`src/rtl/cam_frame_tx.sv`:
```
// DVP camera frame generator: vsync/href timing with RGB565 test patterns
// (colour bars, x+y ramp, solid), one byte per clk, high byte first.
module cam_frame_tx #(
  parameter int H_ACTIVE    = 640,
  parameter int V_ACTIVE    = 480,
  parameter int H_BLANK     = 144,
  parameter int VSYNC_LINES = 3,
  parameter int V_BACK      = 17,
  parameter int V_FRONT     = 10
) (
  input  logic        clk,
  input  logic        rst_n,
  input  logic        en,
  input  logic [1:0]  mode,
  input  logic [15:0] solid_rgb,
  output logic        cam_vsync,
  output logic        cam_href,
  output logic [7:0]  cam_data,
  output logic        frame_done,
  output logic [7:0]  frame_cnt
);
  localparam int LP         = 2 * H_ACTIVE + H_BLANK;
  localparam int ACTIVE_LEN = 2 * H_ACTIVE;
  localparam int VSYNC_LEN  = VSYNC_LINES * LP;
  localparam int VBACK_LEN  = V_BACK * LP;
  localparam int VFRONT_LEN = V_FRONT * LP;
  localparam int MAX_A      = (VSYNC_LEN > VBACK_LEN) ? VSYNC_LEN : VBACK_LEN;
  localparam int MAX_LEN    = (MAX_A > VFRONT_LEN) ? MAX_A : VFRONT_LEN;
  // VSYNC spans at least one full line period, so this width also covers ACTIVE and HBLANK.
  localparam int CNT_W      = $clog2(MAX_LEN);
  localparam int Y_W        = (V_ACTIVE > 1) ? $clog2(V_ACTIVE) : 1;
  localparam int BAR_W      = (H_ACTIVE >= 8) ? H_ACTIVE / 8 : 1;

  localparam logic [CNT_W-1:0] VSYNC_LAST  = CNT_W'(VSYNC_LEN - 1);
  localparam logic [CNT_W-1:0] VBACK_LAST  = CNT_W'(VBACK_LEN - 1);
  localparam logic [CNT_W-1:0] VFRONT_LAST = CNT_W'(VFRONT_LEN - 1);
  localparam logic [CNT_W-1:0] ACTIVE_LAST = CNT_W'(ACTIVE_LEN - 1);
  localparam logic [CNT_W-1:0] HBLANK_LAST = CNT_W'(H_BLANK - 1);
  localparam logic [Y_W-1:0]   Y_LAST      = Y_W'(V_ACTIVE - 1);

  typedef enum logic [2:0] {
    S_IDLE, S_VSYNC, S_VBACK, S_ACTIVE, S_HBLANK, S_VFRONT
  } state_t;

  state_t           r_state, w_next_state;
  logic [CNT_W-1:0] r_cnt, w_next_cnt;
  logic [Y_W-1:0]   r_y, w_next_y;
  logic [1:0]       r_mode;
  logic [15:0]      r_solid;
  logic             w_frame_start, w_frame_end;
  logic             w_vsync, w_href;
  logic [7:0]       w_data;
  logic [15:0]      w_pixel;
  logic [CNT_W-2:0] w_x;

  function automatic logic [15:0] bar_rgb(input int x);
    int idx;
    idx = x / BAR_W;
    if (idx > 7) idx = 7;
    case (idx)
      0:       return 16'hFFFF;
      1:       return 16'hFFE0;
      2:       return 16'h07FF;
      3:       return 16'h07E0;
      4:       return 16'hF81F;
      5:       return 16'hF800;
      6:       return 16'h001F;
      default: return 16'h0000;
    endcase
  endfunction

  // NOTE: sequential state uses non-blocking assignments so every register
  // samples the pre-edge values; blocking here would create order-dependent races.
  // NOTE: every state register and counter is reset; there is no memory array here.
  always_ff @(posedge clk or negedge rst_n) begin
    if (!rst_n) begin
      r_state <= S_IDLE;
      r_cnt   <= '0;
      r_y     <= '0;
      r_mode  <= '0;
      r_solid <= '0;
    end else begin
      r_state <= w_next_state;
      r_cnt   <= w_next_cnt;
      r_y     <= w_next_y;
      if (w_frame_start) begin
        r_mode  <= mode;
        r_solid <= solid_rgb;
      end
    end
  end

  // NOTE: every variable driven here gets a default first so no path can infer a latch.
  always_comb begin
    w_next_state  = r_state;
    w_next_cnt    = r_cnt + 1'b1;
    w_next_y      = r_y;
    w_frame_start = 1'b0;
    w_frame_end   = 1'b0;
    case (r_state)
      S_IDLE: begin
        w_next_cnt = '0;
        if (en) begin
          w_next_state  = S_VSYNC;
          w_frame_start = 1'b1;
        end
      end
      S_VSYNC: if (r_cnt == VSYNC_LAST) begin
        w_next_cnt   = '0;
        w_next_y     = '0;
        w_next_state = (V_BACK > 0) ? S_VBACK : S_ACTIVE;
      end
      S_VBACK: if (r_cnt == VBACK_LAST) begin
        w_next_cnt   = '0;
        w_next_y     = '0;
        w_next_state = S_ACTIVE;
      end
      S_ACTIVE: if (r_cnt == ACTIVE_LAST) begin
        w_next_cnt   = '0;
        w_next_state = S_HBLANK;
      end
      S_HBLANK: if (r_cnt == HBLANK_LAST) begin
        w_next_cnt = '0;
        if (r_y != Y_LAST) begin
          w_next_y     = r_y + 1'b1;
          w_next_state = S_ACTIVE;
        end else if (V_FRONT > 0) begin
          w_next_state = S_VFRONT;
        end else begin
          w_frame_end   = 1'b1;
          w_frame_start = en;
          w_next_state  = en ? S_VSYNC : S_IDLE;
        end
      end
      S_VFRONT: if (r_cnt == VFRONT_LAST) begin
        w_next_cnt    = '0;
        w_frame_end   = 1'b1;
        w_frame_start = en;
        w_next_state  = en ? S_VSYNC : S_IDLE;
      end
      default: begin
        w_next_cnt   = '0;
        w_next_state = S_IDLE;
      end
    endcase
  end

  // Outputs are decoded from the next state so the registered pins line up with it.
  always_comb begin
    w_x     = w_next_cnt[CNT_W-1:1];
    w_vsync = (w_next_state == S_VSYNC);
    w_href  = (w_next_state == S_ACTIVE);
    case (r_mode)
      2'd1:    w_pixel = 16'(int'(w_x) + int'(w_next_y));
      2'd2:    w_pixel = r_solid;
      default: w_pixel = bar_rgb(int'(w_x));
    endcase
    w_data = 8'h00;
    if (w_href) w_data = w_next_cnt[0] ? w_pixel[7:0] : w_pixel[15:8];
  end

  always_ff @(posedge clk or negedge rst_n) begin
    if (!rst_n) begin
      cam_vsync  <= 1'b0;
      cam_href   <= 1'b0;
      cam_data   <= 8'h00;
      frame_done <= 1'b0;
      frame_cnt  <= 8'h00;
    end else begin
      cam_vsync  <= w_vsync;
      cam_href   <= w_href;
      cam_data   <= w_data;
      frame_done <= w_frame_end;
      if (w_frame_end) frame_cnt <= frame_cnt + 8'd1;
    end
  end

endmodule

```
`config.mk`:
```
export PLATFORM = sky130hd
export DESIGN_NAME = cam_frame_tx
export DESIGN_NICKNAME = d
export VERILOG_FILES = /design/src/rtl/cam_frame_tx.sv
export SDC_FILE = /design/constraint.sdc
export NUM_CORES = 1
export LEC_CHECK = 0
export CORE_ASPECT_RATIO = 0.5
export CORE_MARGIN = 8
export CORE_UTILIZATION = 25
export CTS_CLUSTER_SIZE = 20
export DETAILED_ROUTE_END_ITERATION = 8
export PLACE_DENSITY = 0.39
export SYNTH_ARGS = -nofsm -noshare
export SYNTH_HDL_FRONTEND = slang
export SYNTH_SLANG_ARGS = --single-unit
```
`constraint.sdc`:
```
create_clock -name clk -period 6.9 [get_ports clk]
set_input_delay 2.07 -clock clk [delete_from_list [all_inputs] [get_ports clk]]
set_output_delay 2.07 -clock clk [all_outputs]
set_load 0.02 [all_outputs]
```
# [After elaboration in Yosys (flattened, before gate mapping)]
# Cells that the tools add are included.
[op_classes] n_lt_le_gt_ge=1 eq_ne=21 reduce_logical=3 add_sub_neg=4 div=1 mux=31
[ops] operator="$pmux 16 s7" n=1
[ops] operator="$eq 32x3->1 const B" n=3
[ops] operator="$mux 15" n=5
[ops] operator="$pmux 15 s5" n=1
[ops] operator="$eq 32x2->1 const B" n=2
[ops] operator="$mux 32" n=2
[ops] operator="$mux 9" n=4
[ops] operator="$div 15x8->32 const B" n=1
[ops] operator="$eq 32x1->1 const B" n=1
[ops] operator="$gt 32x4->1 const B" n=1
[ops] operator="$logic_not 32->1" n=1
[ops] operator="$pmux 16 s2" n=1
[ops] operator="$pmux 9 s3" n=1
[ops] operator="$mux 3" n=7
[ops] operator="$pmux 3 s6" n=1
[ops] operator="$mux 8" n=2
[ops] operator="$add 14x9->15" n=1
[ops] operator="$add 15x1->15 const B" n=1
[ops] operator="$eq 15x11->1 const B" n=1
[ops] operator="$eq 15x13->1 const B" n=1
[ops] operator="$eq 15x14->1 const B" n=1
[ops] operator="$eq 15x15->1 const B" n=1
[ops] operator="$eq 15x8->1 const B" n=1
[ops] operator="$add 9x1->9 const B" n=1
[ops] operator="other kinds (11)" n=19
[totals] output_inout_bits=19 elab_cells=71 inputBits=21 reg_bits=64

# [Depth between registers and ports, before layout]
# Gate-level depths: netlist of the first run.
[logic_depth] ltp_word=12 ltp_mapped=31 depth_no_buf=25

# [Worst setup path before layout of the first run]
# Ideal clock, no wire load.
[synth_timing] kind="reg-to-reg" from="register r_cnt[0]" to="register cam_data[0]" setup_time_ps=101 period_less_slack_ps=6627 stages_incl_launch_ff=29 path_buffers=5 arrival_time_ps=6526 required_ps=6799 slack_ps=273 path_cell_list="dfrtp_1 > ha_1 > and4_4 > nand4_1 > a32oi_1 > and3_4 > buf_6 > clkbuf_1 > clkbuf_1 > nor2_1 > ha_1 > nand2b_1 > clkbuf_1 > nand2_1 > mux2i_1 > o221a_1 > a21oi_4 > buf_4 > a32oi_2 > nand3_1 > a31oi_1 > nand3_2 > nor3_1 > o211a_1 > mux2_2 > o211a_1 > o31ai_1 > a31oi_1 > o32ai_1"
[synth_via] elab_chain_len=12 word_cells_on_any_way=39 cone_classes="add/sub (2); div (1); order compare (1); eq/ne (12); mux (22); reduce/logical (1)"
[synth_rtl] element="start: declaration" line_no="46" source="logic [CNT_W-1:0] r_cnt, w_next_cnt;"
[synth_rtl] element="start signal: assignment" line_no="84" source="r_cnt <= w_next_cnt;"
[synth_rtl] element="$add 15x1->15, or another cell as far along" line_no="96" source="w_next_cnt = r_cnt + 1'b1;"
[synth_rtl] element="$mux 15, on equally long branches"
[synth_rtl] element="$pmux 15 s5 *" line_no="100" source="case (r_state)"
[synth_rtl] element="via w_next_cnt[14]" line_no="46"
[synth_rtl] element="$div 15x8->32 *" line_no="58" source="idx = x / BAR_W;"
[synth_rtl] element="$gt 32x4->1" line_no="59" source="if (idx > 7) idx = 7;"
[synth_rtl] element="$mux 32 *" line_no="59"
[synth_rtl] element="$mux 32 *" line_no="153" source="case (r_mode)"
[synth_rtl] element="$eq 32x3->1, or another cell as far along" line_no="60" source="case (idx)"
[synth_rtl] element="$pmux 16 s7 *" line_no="60"
[synth_rtl] element="$pmux 16 s2 *" line_no="153"
[synth_rtl] element="$mux 8 * (2 in series)" line_no="159" source="if (w_href) w_data = w_next_cnt[0] ? w_pixel[7:0] : w_pixel[15:8];"
[synth_rtl] element="via w_data[0]" line_no="52" source="logic [7:0] w_data;"
[synth_rtl] element="end signal: assignment" line_no="172" source="cam_data <= w_data;"
[synth_rtl] element="end: declaration" line_no="18" source="output logic [7:0] cam_data,"
# The timed path passes the listed nets; every way through them passes the cells marked *. The select of a mux whose other input is x is not followed.
# A chain may end at the register's enable or synchronous reset.

# [Worst setup path after layout of the first run]
[layout_timing] from="register r_cnt[0]" to="register cam_data[2]"
[layout_via] elab_chain_len=12 word_cells_on_any_way=39 cone_classes="add/sub (2); div (1); order compare (1); eq/ne (12); mux (22); reduce/logical (1)"
[layout_rtl] element="$add 15x1->15, or another cell as far along" line_no="96"
[layout_rtl] element="$mux 15, on equally long branches"
[layout_rtl] element="$pmux 15 s5" line_no="100"
[layout_rtl] element="$div 15x8->32" line_no="58"
[layout_rtl] element="$gt 32x4->1" line_no="59"
[layout_rtl] element="$mux 32" line_no="59"
[layout_rtl] element="$mux 32" line_no="153"
[layout_rtl] element="$eq 32x3->1, or another cell as far along" line_no="60"
[layout_rtl] element="$pmux 16 s7" line_no="60"
[layout_rtl] element="$pmux 16 s2" line_no="153"
[layout_rtl] element="$mux 8" line_no="159"
[layout_rtl] element="$mux 8 *" line_no="159"
[layout_rtl] element="via w_data[2]" line_no="52"
# Marked as above.

==> load_flow_metrics.sql, run 1 <==
INSERT INTO impl_metrics (metric_group, metric, value, unit) VALUES
('sta', 'layout_worst_path_cycle_share', '93.4', '%'),
('grt', 'grt_pass1_wl', '28700', 'um'),
('cells_and_area', 'area_growth_syn_to_layout', '19.7', '%'),
('logic_synthesis', 'avgSynthCellArea', '9.14', 'um^2'),
('power', 'pwr_density_cell', '129', 'nW/um^2'),
('logic_synthesis', 'yosys_warnings', '0', ''),
('setup_path', 'worstPathArrival', '6680', 'ps'),
('clock_tree', 'tritoncts_num_sinks', '64', ''),
('min_path', 'hold_path_class', 'reg2reg', ''),
('drt', 'routed_wl', '17900', 'um'),
('sta', 'timing.final.crit_period', '6450', 'ps'),
('sta', 'worst_slew_margin_rel', '28.5', '%'),
('setup_path', 'cp-start-kind', 'register', ''),
('clock_tree', 'clk_lat_worst_skew', '340', 'ps'),
('drt', 'remaining_drc_errors', '0', ''),
('logic_synthesis', 'synth.largest_area_cell', 'sky130_fd_sc_hd__dfrtp_1', ''),
('logic_synthesis', 'synth_ff_type', 'sky130_fd_sc_hd__dfrtp_1', ''),
('placement', 'hpwl', '13500', 'um'),
('setup_path', 'timing.critical_path.required', '7140', 'ps'),
('cells_and_area', 'fillers', '2380', ''),
('logic_synthesis', 'async_flop_share', '100', '%'),
('drt', 'post_drt_wl_per_cell', '18.7', 'um'),
('sta', 'finClkSkew', '7.90', 'ps'),
('logic_synthesis', 'synth_nets', '652', ''),
('drt', 'first_iter_violations', '441', ''),
('sta', 'worst_slack', '454', 'ps'),
('cells_and_area', 'finish.net_count', '691', ''),
('grt', 'maximum_number_of_pins_on_one_net_before_global_route_repair', '65', ''),
('clock_tree', 'cts_hold_repair.buffers', '0', ''),
('cells_and_area', 'drive_above_1_share', '19.1', '%'),
('floorplan', 'chipWidth', '228', 'um'),
('grt', 'antenna_found_initial', '0', ''),
('floorplan', 'core.rowCount', '38', ''),
('floorplan', 'core', '21900', 'um^2'),
('floorplan', 'fp.dieArea', '27800', 'um^2'),
('drt', 'drt_pre_antenna_iters', '5', ''),
('cells_and_area', 'finish.cell_count_without_fillers', '959', ''),
('logic_synthesis', 'synth_top_cells_by_count', 'sky130_fd_sc_hd__dfrtp_1 (64), sky130_fd_sc_hd__nand2_1 (50), sky130_fd_sc_hd__nor2_1 (34), sky130_fd_sc_hd__a21oi_1 (31), sky130_fd_sc_hd__nand3_1 (26)', ''),
('placement', 'gpl_wtd_cong', '0.804', ''),
('grt', 'grt.total_usage', '12.8', '%'),
('sta', 'achievable-frequency', '155', 'MHz'),
('setup_path', 'path_max_fanout', '8', ''),
('logic_synthesis', 'synth_top_area_share', '28.5', '%'),
('sta', 'slew_violations', '0', ''),
('setup_path', 'timing.critical_path.max_delay_family', 'compound AO/OA/AOI/OAI gates', ''),
('setup_path', 'crit_slowest_cell', 'sky130_fd_sc_hd__or4_1', ''),
('drt', 'detail-route-antenna-nets', '0', ''),
('cells_and_area', 'antenna_cells_inserted', '0', ''),
('sta', 'worstMarginPinSlew', '1070', 'ps'),
('sta', 'finalSetupViolCount', '0', ''),
('placement', 'pre_cts_ws', '442', 'ps'),
('setup_path', 'cpPeakStageDelay', '620', 'ps'),
('clock_tree', 'cts.clk_slew.worst_paths', '60', 'ps'),
('clock_tree', 'clock_tree.htree_level_count', '3', ''),
('floorplan', 'io_pins', '40', ''),
('cells_and_area', 'layout.core_utilization', '30.8', '%'),
('logic_synthesis', 'yosys.cell_count.top_type', 'sky130_fd_sc_hd__dfrtp_1', ''),
('setup_path', 'cp-end-kind', 'register', ''),
('status', 'status', 'complete, no violations', ''),
('sta', 'final.hold.worst_slack', '475', 'ps'),
('logic_synthesis', 'syn-cell-area', '5620', 'um^2'),
('power', 'power.leakage', '0.00275', 'uW'),
('floorplan', 'floorplan.die.height', '122', 'um'),
('logic_synthesis', 'synth_enable_flop_cells', '0', ''),
('drt', 'route.vias.total', '5064', ''),
('placement', 'dp_cells', '936', ''),
('logic_synthesis', 'syn_inst', '615', ''),
('sta', 'finalSetupTns', '0', 'ps'),
('clock_tree', 'clk_root_buffer_cell', 'sky130_fd_sc_hd__clkbuf_16', ''),
('setup_path', 'crit_buf_inv', '2', ''),
('floorplan', 'starting_density', '25.7', '%');
final cells by class:
class                           instances  area, um^2  area share [%]
Timing Repair Buffer                   65         581            8.62
Multi-Input combinational cell        496        3800            56.4
Clock inverter                          6        68.8            1.02
Sequential cell                        64        1600            23.8
Inverter                               18        67.6            1.00
Clock buffer                           10         239            3.55
Tap cell                              300         375            5.57
routing by layer:
layer | routed length [um] | share of wire (%) | up-vias | global-route usage (%)
li1 | - | - | 2436 | -
met1 | 9220 | 51 | 2533 | 18.4
met2 | 8050 | 45 | 85 | 20.1
met3 | 514 | 2.9 | 10 | 2.14
met4 | 136 | 0.76 | 0 | 2.47
met5 | 0 | 0 | - | 0
registers in the layout, summed over array words and instances, names as in the netlist:
| signal | count |
|---|---|
| cam_data | 8 |
| cam_href | 1 |
| cam_vsync | 1 |
| frame_cnt | 8 |
| frame_done | 1 |
| r_cnt | 15 |
| r_mode | 2 |
| r_solid | 16 |
| r_state | 3 |
| r_y | 9 |
final timing paths:
path | cells after the start | end | startpoint | slack, ps
max reg2reg | 25 | cam_data[2]$_DFF_PN0_ | r_cnt[0]$_DFF_PN0_ | 450
min | 1 | frame_cnt[7]$_DFFE_PN0P_ | frame_cnt[7]$_DFFE_PN0P_ | 470
max in group asynchronous | 2 | cam_data[4]$_DFF_PN0_ | rst_n | 4390
min in group asynchronous | 2 | frame_done$_DFF_PN0_ | rst_n | 1920
min reg2reg | 1 | frame_cnt[7]$_DFFE_PN0P_ | frame_cnt[7]$_DFFE_PN0P_ | 470
max | 25 | cam_data[2]$_DFF_PN0_ | r_cnt[0]$_DFF_PN0_ | 450
logic make-up after synthesis:
group | after synthesis | share of synthesized area, %
simple gates | 222 | 23.6
compound gates | 186 | 25.2
flops | 64 | 28.5
buf+inv | 56 | 4.92
xor+xnor | 46 | 9.23
mux | 24 | 4.74
fa+ha+maj | 17 | 3.87
power breakdown:
group          leakage [uW]  internal (uW)  total [uW]  switching, uW
registers          0.000870            375         375              0
logic               0.00173           9.96        19.1           9.18
clock network      0.000149            291         472            182
worst register-to-register path, stage by stage (launching register included):
cell,delay (ps)
sky130_fd_sc_hd__dfrtp_1,490
sky130_fd_sc_hd__ha_2,290
sky130_fd_sc_hd__and4_4,280
sky130_fd_sc_hd__nand4_1,180
sky130_fd_sc_hd__a32oi_1,300
sky130_fd_sc_hd__and3_4,270
sky130_fd_sc_hd__a21oi_1,70
sky130_fd_sc_hd__ha_1,380
sky130_fd_sc_hd__nand2b_1,230
sky130_fd_sc_hd__nand2_1,80
sky130_fd_sc_hd__mux2i_1,210
sky130_fd_sc_hd__o221a_1,340
sky130_fd_sc_hd__a21oi_4,110
sky130_fd_sc_hd__buf_4,170
sky130_fd_sc_hd__a32oi_2,310
sky130_fd_sc_hd__nand3_1,210
sky130_fd_sc_hd__a31oi_1,260
sky130_fd_sc_hd__nand3_2,220
sky130_fd_sc_hd__or4_1,620
sky130_fd_sc_hd__a21oi_1,180
sky130_fd_sc_hd__o211ai_1,120
sky130_fd_sc_hd__o211a_1,150
sky130_fd_sc_hd__o31ai_1,260
sky130_fd_sc_hd__a31oi_1,130
sky130_fd_sc_hd__buf_4,190
sky130_fd_sc_hd__o32ai_1,290
metrics by stage:
step	instance area [um^2]	total power [uW]
2_1_floorplan	5620	382
6_report	6730	867
4_1_cts	6640	886
5_1_grt	6730	902
3_3_place_gp	6330	402
3_5_place_dp	6330	402
repair_timing:
item / 4_1_cts / 5_1_grt
endpoints found under the setup margin: 0 / 7
setup buffers: 0 / 6
gates resized for setup: 0 / 9
layout by cell type (no fill, tap or decap), drive strengths merged, types with 9 or more instances in the layout:
cell type	count
a31oi	15
mux2	21
a221oi	12
ha	15
o31ai	10
a21oi	34
nor4	10
inv	17
xor2	20
xnor2	26
nand3	29
clkdlybuf4s50	38
buf	27
and3	9
nor2	35
nand2	52
dfrtp	64
nor3	20
clkbuf	10
nand4	17
o211ai	9
o21ai	26
Power figures use the tool's default switching activity.
==> run 2: changes to the inputs <==
- REMOVE_ABC_BUFFERS: not set -> 1
==> run 2 against run 1 <==
Wire length fell by 0.55%. Core utilization is 0.27 points lower. Via count decreased by 1.0%. Total power fell by 2.8%. Final cell count decreased by 0.83%. Die area unchanged. Worst setup slack lost 27 ps. Sequential cell count did not move. Clock power shrank 5.1%. Combinational power is essentially flat. Global-route usage is essentially flat. Sequential share of layout area rose by 0.21 points. Largest power group unchanged.
==> load_flow_metrics.sql, run 2 (same netlist as run 1, synthesis figures left out) <==
INSERT INTO impl_metrics (metric_group, metric, value, unit) VALUES
('setup_path', 'path_type_of_the_worst_setup_path', 'reg2reg', ''),
('cells_and_area', 'largest_register_ff_count', '16', ''),
('sta', 'final-hold-violation-count', '0', ''),
('sta', 'timing.final.crit_period', '6470', 'ps'),
('power', 'ir_drop', '0.108', 'mV'),
('setup_path', 'timing.critical_path.required', '7130', 'ps'),
('drt', 'vias_per_cell', '5.27', ''),
('cells_and_area', 'finish.cell_count_without_fillers', '951', ''),
('drt', 'post_drt_wl_per_cell', '18.7', 'um'),
('setup_path', 'worstReg2RegStart', 'r_cnt[1]$_DFF_PN0_', ''),
('clock_tree', 'clk_root_buffer_cell', 'sky130_fd_sc_hd__clkbuf_16', ''),
('power', 'power.leakage', '0.00270', 'uW'),
('sta', 'final.hold.worst_slack', '479', 'ps'),
('floorplan', 'starting_density', '25.7', '%'),
('setup_path', 'worstRegToRegCells', '26', ''),
('setup_path', 'worst-r2r-setup-slack', '430', 'ps'),
('placement', 'gpl_wtd_cong', '0.827', ''),
('clock_tree', 'clk_lat_worst_skew', '340', 'ps'),
('sta', 'finalSetupViolCount', '0', ''),
('cells_and_area', 'layout_common_cells', 'sky130_fd_sc_hd__dfrtp_1 (64), sky130_fd_sc_hd__nand2_1 (50), sky130_fd_sc_hd__clkdlybuf4s50_1 (38), sky130_fd_sc_hd__nor2_1 (34), sky130_fd_sc_hd__a21oi_1 (31)', ''),
('floorplan', 'fp.dieArea', '27800', 'um^2'),
('sta', 'finClkSkew', '10.1', 'ps'),
('floorplan', 'core', '21900', 'um^2'),
('job', 'maxCapViolCount', '0', ''),
('cells_and_area', 'area_growth_syn_to_layout', '18.7', '%'),
('setup_path', 'worstPathArrival', '6710', 'ps'),
('clock_tree', 'tritoncts_num_sinks', '64', ''),
('placement', 'hpwl', '13700', 'um'),
('status', 'status', 'complete, no violations', ''),
('cells_and_area', 'drive_above_1_share', '18.6', '%'),
('grt', 'antenna_found_initial', '0', ''),
('setup_path', 'r2r-end', 'cam_data[0]$_DFF_PN0_', ''),
('setup_path', 'cp-start-kind', 'register', ''),
('clock_tree', 'cts_hold_repair.buffers', '0', ''),
('grt', 'overflow', '0', ''),
('clock_tree', 'ctsLongestPathBuffers', '2', ''),
('cells_and_area', 'registers.top_by_ff_count', 'r_solid', ''),
('sta', 'slew_violations', '0', ''),
('drt', 'remaining_drc_errors', '0', ''),
('sta', 'worst_slew_margin_rel', '25.5', '%'),
('drt', 'detail-route-antenna-nets', '0', ''),
('sta', 'layout_worst_path_cycle_share', '93.8', '%'),
('drt', 'route.vias.total', '5011', ''),
('cells_and_area', 'commonest_non_fill_non_tap_cell_in_the_layout', 'sky130_fd_sc_hd__dfrtp_1', ''),
('grt', 'grt_pass1_wl', '28700', 'um'),
('clock_tree', 'cts.clk_slew.worst_paths', '60', 'ps'),
('cells_and_area', 'largest_registers', 'r_solid x16, r_cnt x15, r_y x9', ''),
('drt', 'first_iter_violations', '405', ''),
('grt', 'maximum_number_of_pins_on_one_net_before_global_route_repair', '65', ''),
('drt', 'drt_pre_antenna_iters', '7', ''),
('floorplan', 'io_pins', '40', ''),
('clock_tree', 'cts-buffers-inserted', '9', ''),
('floorplan', 'floorplan.die.height', '122', 'um'),
('drt', 'routed_wl', '17800', 'um'),
('power', 'pwr_density_cell', '126', 'nW/um^2'),
('cells_and_area', 'layout.core_utilization', '30.5', '%'),
('min_path', 'hold_path.startpoint', 'frame_cnt[7]$_DFFE_PN0P_', ''),
('cells_and_area', 'antenna_cells_inserted', '0', ''),
('clock_tree', 'clock_tree.htree_level_count', '3', ''),
('min_path', 'hold_path_class', 'reg2reg', ''),
('clock_tree', 'cts_tree', 'built', ''),
('setup_path', 'path_max_fanout', '6', ''),
('placement', 'dp_cells', '932', ''),
('min_path', 'worstHoldPathCells', '1', ''),
('setup_path', 'cp-end-kind', 'register', ''),
('cells_and_area', 'finish.net_count', '683', ''),
('power', 'totalPowerFinal', '843', 'uW'),
('floorplan', 'chipWidth', '228', 'um'),
('sta', 'achievable-frequency', '154', 'MHz'),
('sta', 'worstMarginPinSlew', '1110', 'ps'),
('min_path', 'worst_hold_endpoint', 'frame_cnt[7]$_DFFE_PN0P_', ''),
('floorplan', 'core.rowCount', '38', ''),
('grt', 'grt_pass1_vias', '4961', ''),
('grt', 'grt.total_usage', '12.8', '%'),
('placement', 'numPortBuffers', '39', '');
run 2: changes by cell type in the layout (fill, tap and decap cells not counted), sizes merged:
cell	change
buf	-8
bufinv	-1
clkinv	-3
clkinvlp	+1
inv	+3
run 2: power by group:
part | internal, uW | total [uW] | switching [uW]
combinational | 9.95 | 18.9 | 8.97
sequential | 375 | 375 | 0
clock | 257 | 448 | 191
run 2: worst max-delay path: stages (launching register included):
cell	delay, ps
sky130_fd_sc_hd__dfrtp_1	380
sky130_fd_sc_hd__ha_1	280
sky130_fd_sc_hd__and4_4	320
sky130_fd_sc_hd__nand4_1	220
sky130_fd_sc_hd__a32oi_2	360
sky130_fd_sc_hd__and3_4	250
sky130_fd_sc_hd__a21oi_1	60
sky130_fd_sc_hd__ha_1	390
sky130_fd_sc_hd__nand2b_1	250
sky130_fd_sc_hd__nand2_1	90
sky130_fd_sc_hd__mux2i_1	190
sky130_fd_sc_hd__o221a_1	330
sky130_fd_sc_hd__a21oi_4	120
sky130_fd_sc_hd__buf_4	160
sky130_fd_sc_hd__a211oi_1	260
sky130_fd_sc_hd__o211ai_1	140
sky130_fd_sc_hd__a21o_1	240
sky130_fd_sc_hd__and3_1	270
sky130_fd_sc_hd__a31oi_2	310
sky130_fd_sc_hd__nor3_2	100
sky130_fd_sc_hd__buf_4	160
sky130_fd_sc_hd__a21oi_1	150
sky130_fd_sc_hd__or3b_1	360
sky130_fd_sc_hd__o211a_1	140
sky130_fd_sc_hd__o31ai_1	290
sky130_fd_sc_hd__a31oi_2	210
sky130_fd_sc_hd__o32ai_1	340
run 2: repair_timing:
action	CTS	global route
gates resized for setup	0	11
setup endpoints to repair	0	5
setup buffers	0	2
run 2: worst max-delay path by stage:
stage	start	endpoint	slack, ps	cells past startpoint
after floorplan	r_cnt[11]$_DFF_PN0_	cam_data[0]$_DFF_PN0_	730	23
after global placement	r_cnt[1]$_DFF_PN0_	cam_data[2]$_DFF_PN0_	470	24
after detailed placement	r_cnt[1]$_DFF_PN0_	cam_data[2]$_DFF_PN0_	350	24
after CTS	r_cnt[1]$_DFF_PN0_	cam_data[0]$_DFF_PN0_	330	24
after global routing	r_cnt[1]$_DFF_PN0_	cam_data[1]$_DFF_PN0_	-2	25
final	r_cnt[1]$_DFF_PN0_	cam_data[0]$_DFF_PN0_	430	26
run 2: final cells by class:
type,instances,area (um^2)
clock inverters,6,50.0
repair buffers,57,520
well taps,300,375
flip-flops and latches,64,1600
inverters,18,67.6
multi-input cells,496,3820
clock buffers,10,239
fillers,2348,15200
run 2: stage by stage:
step / setup slack, ps / area [um^2] / setup TNS (ps)
6_report: 427 / 6670 / 0
5_1_grt: -1.79 / 6670 / -1.79
4_1_cts: 326 / 6590 / 0
3_5_place_dp: 354 / 6300 / 0
3_3_place_gp: 469 / 6300 / 0
2_1_floorplan: 730 / 5420 / 0
run 2: layer usage:
| metal | routed length (um) | GRT usage (%) |
|---|---|---|
| met4 | 147 | 2.91 |
| met2 | 7340 | 18.7 |
| met3 | 792 | 2.65 |
| met1 | 9540 | 19.0 |
| met5 | 0 | 0 |
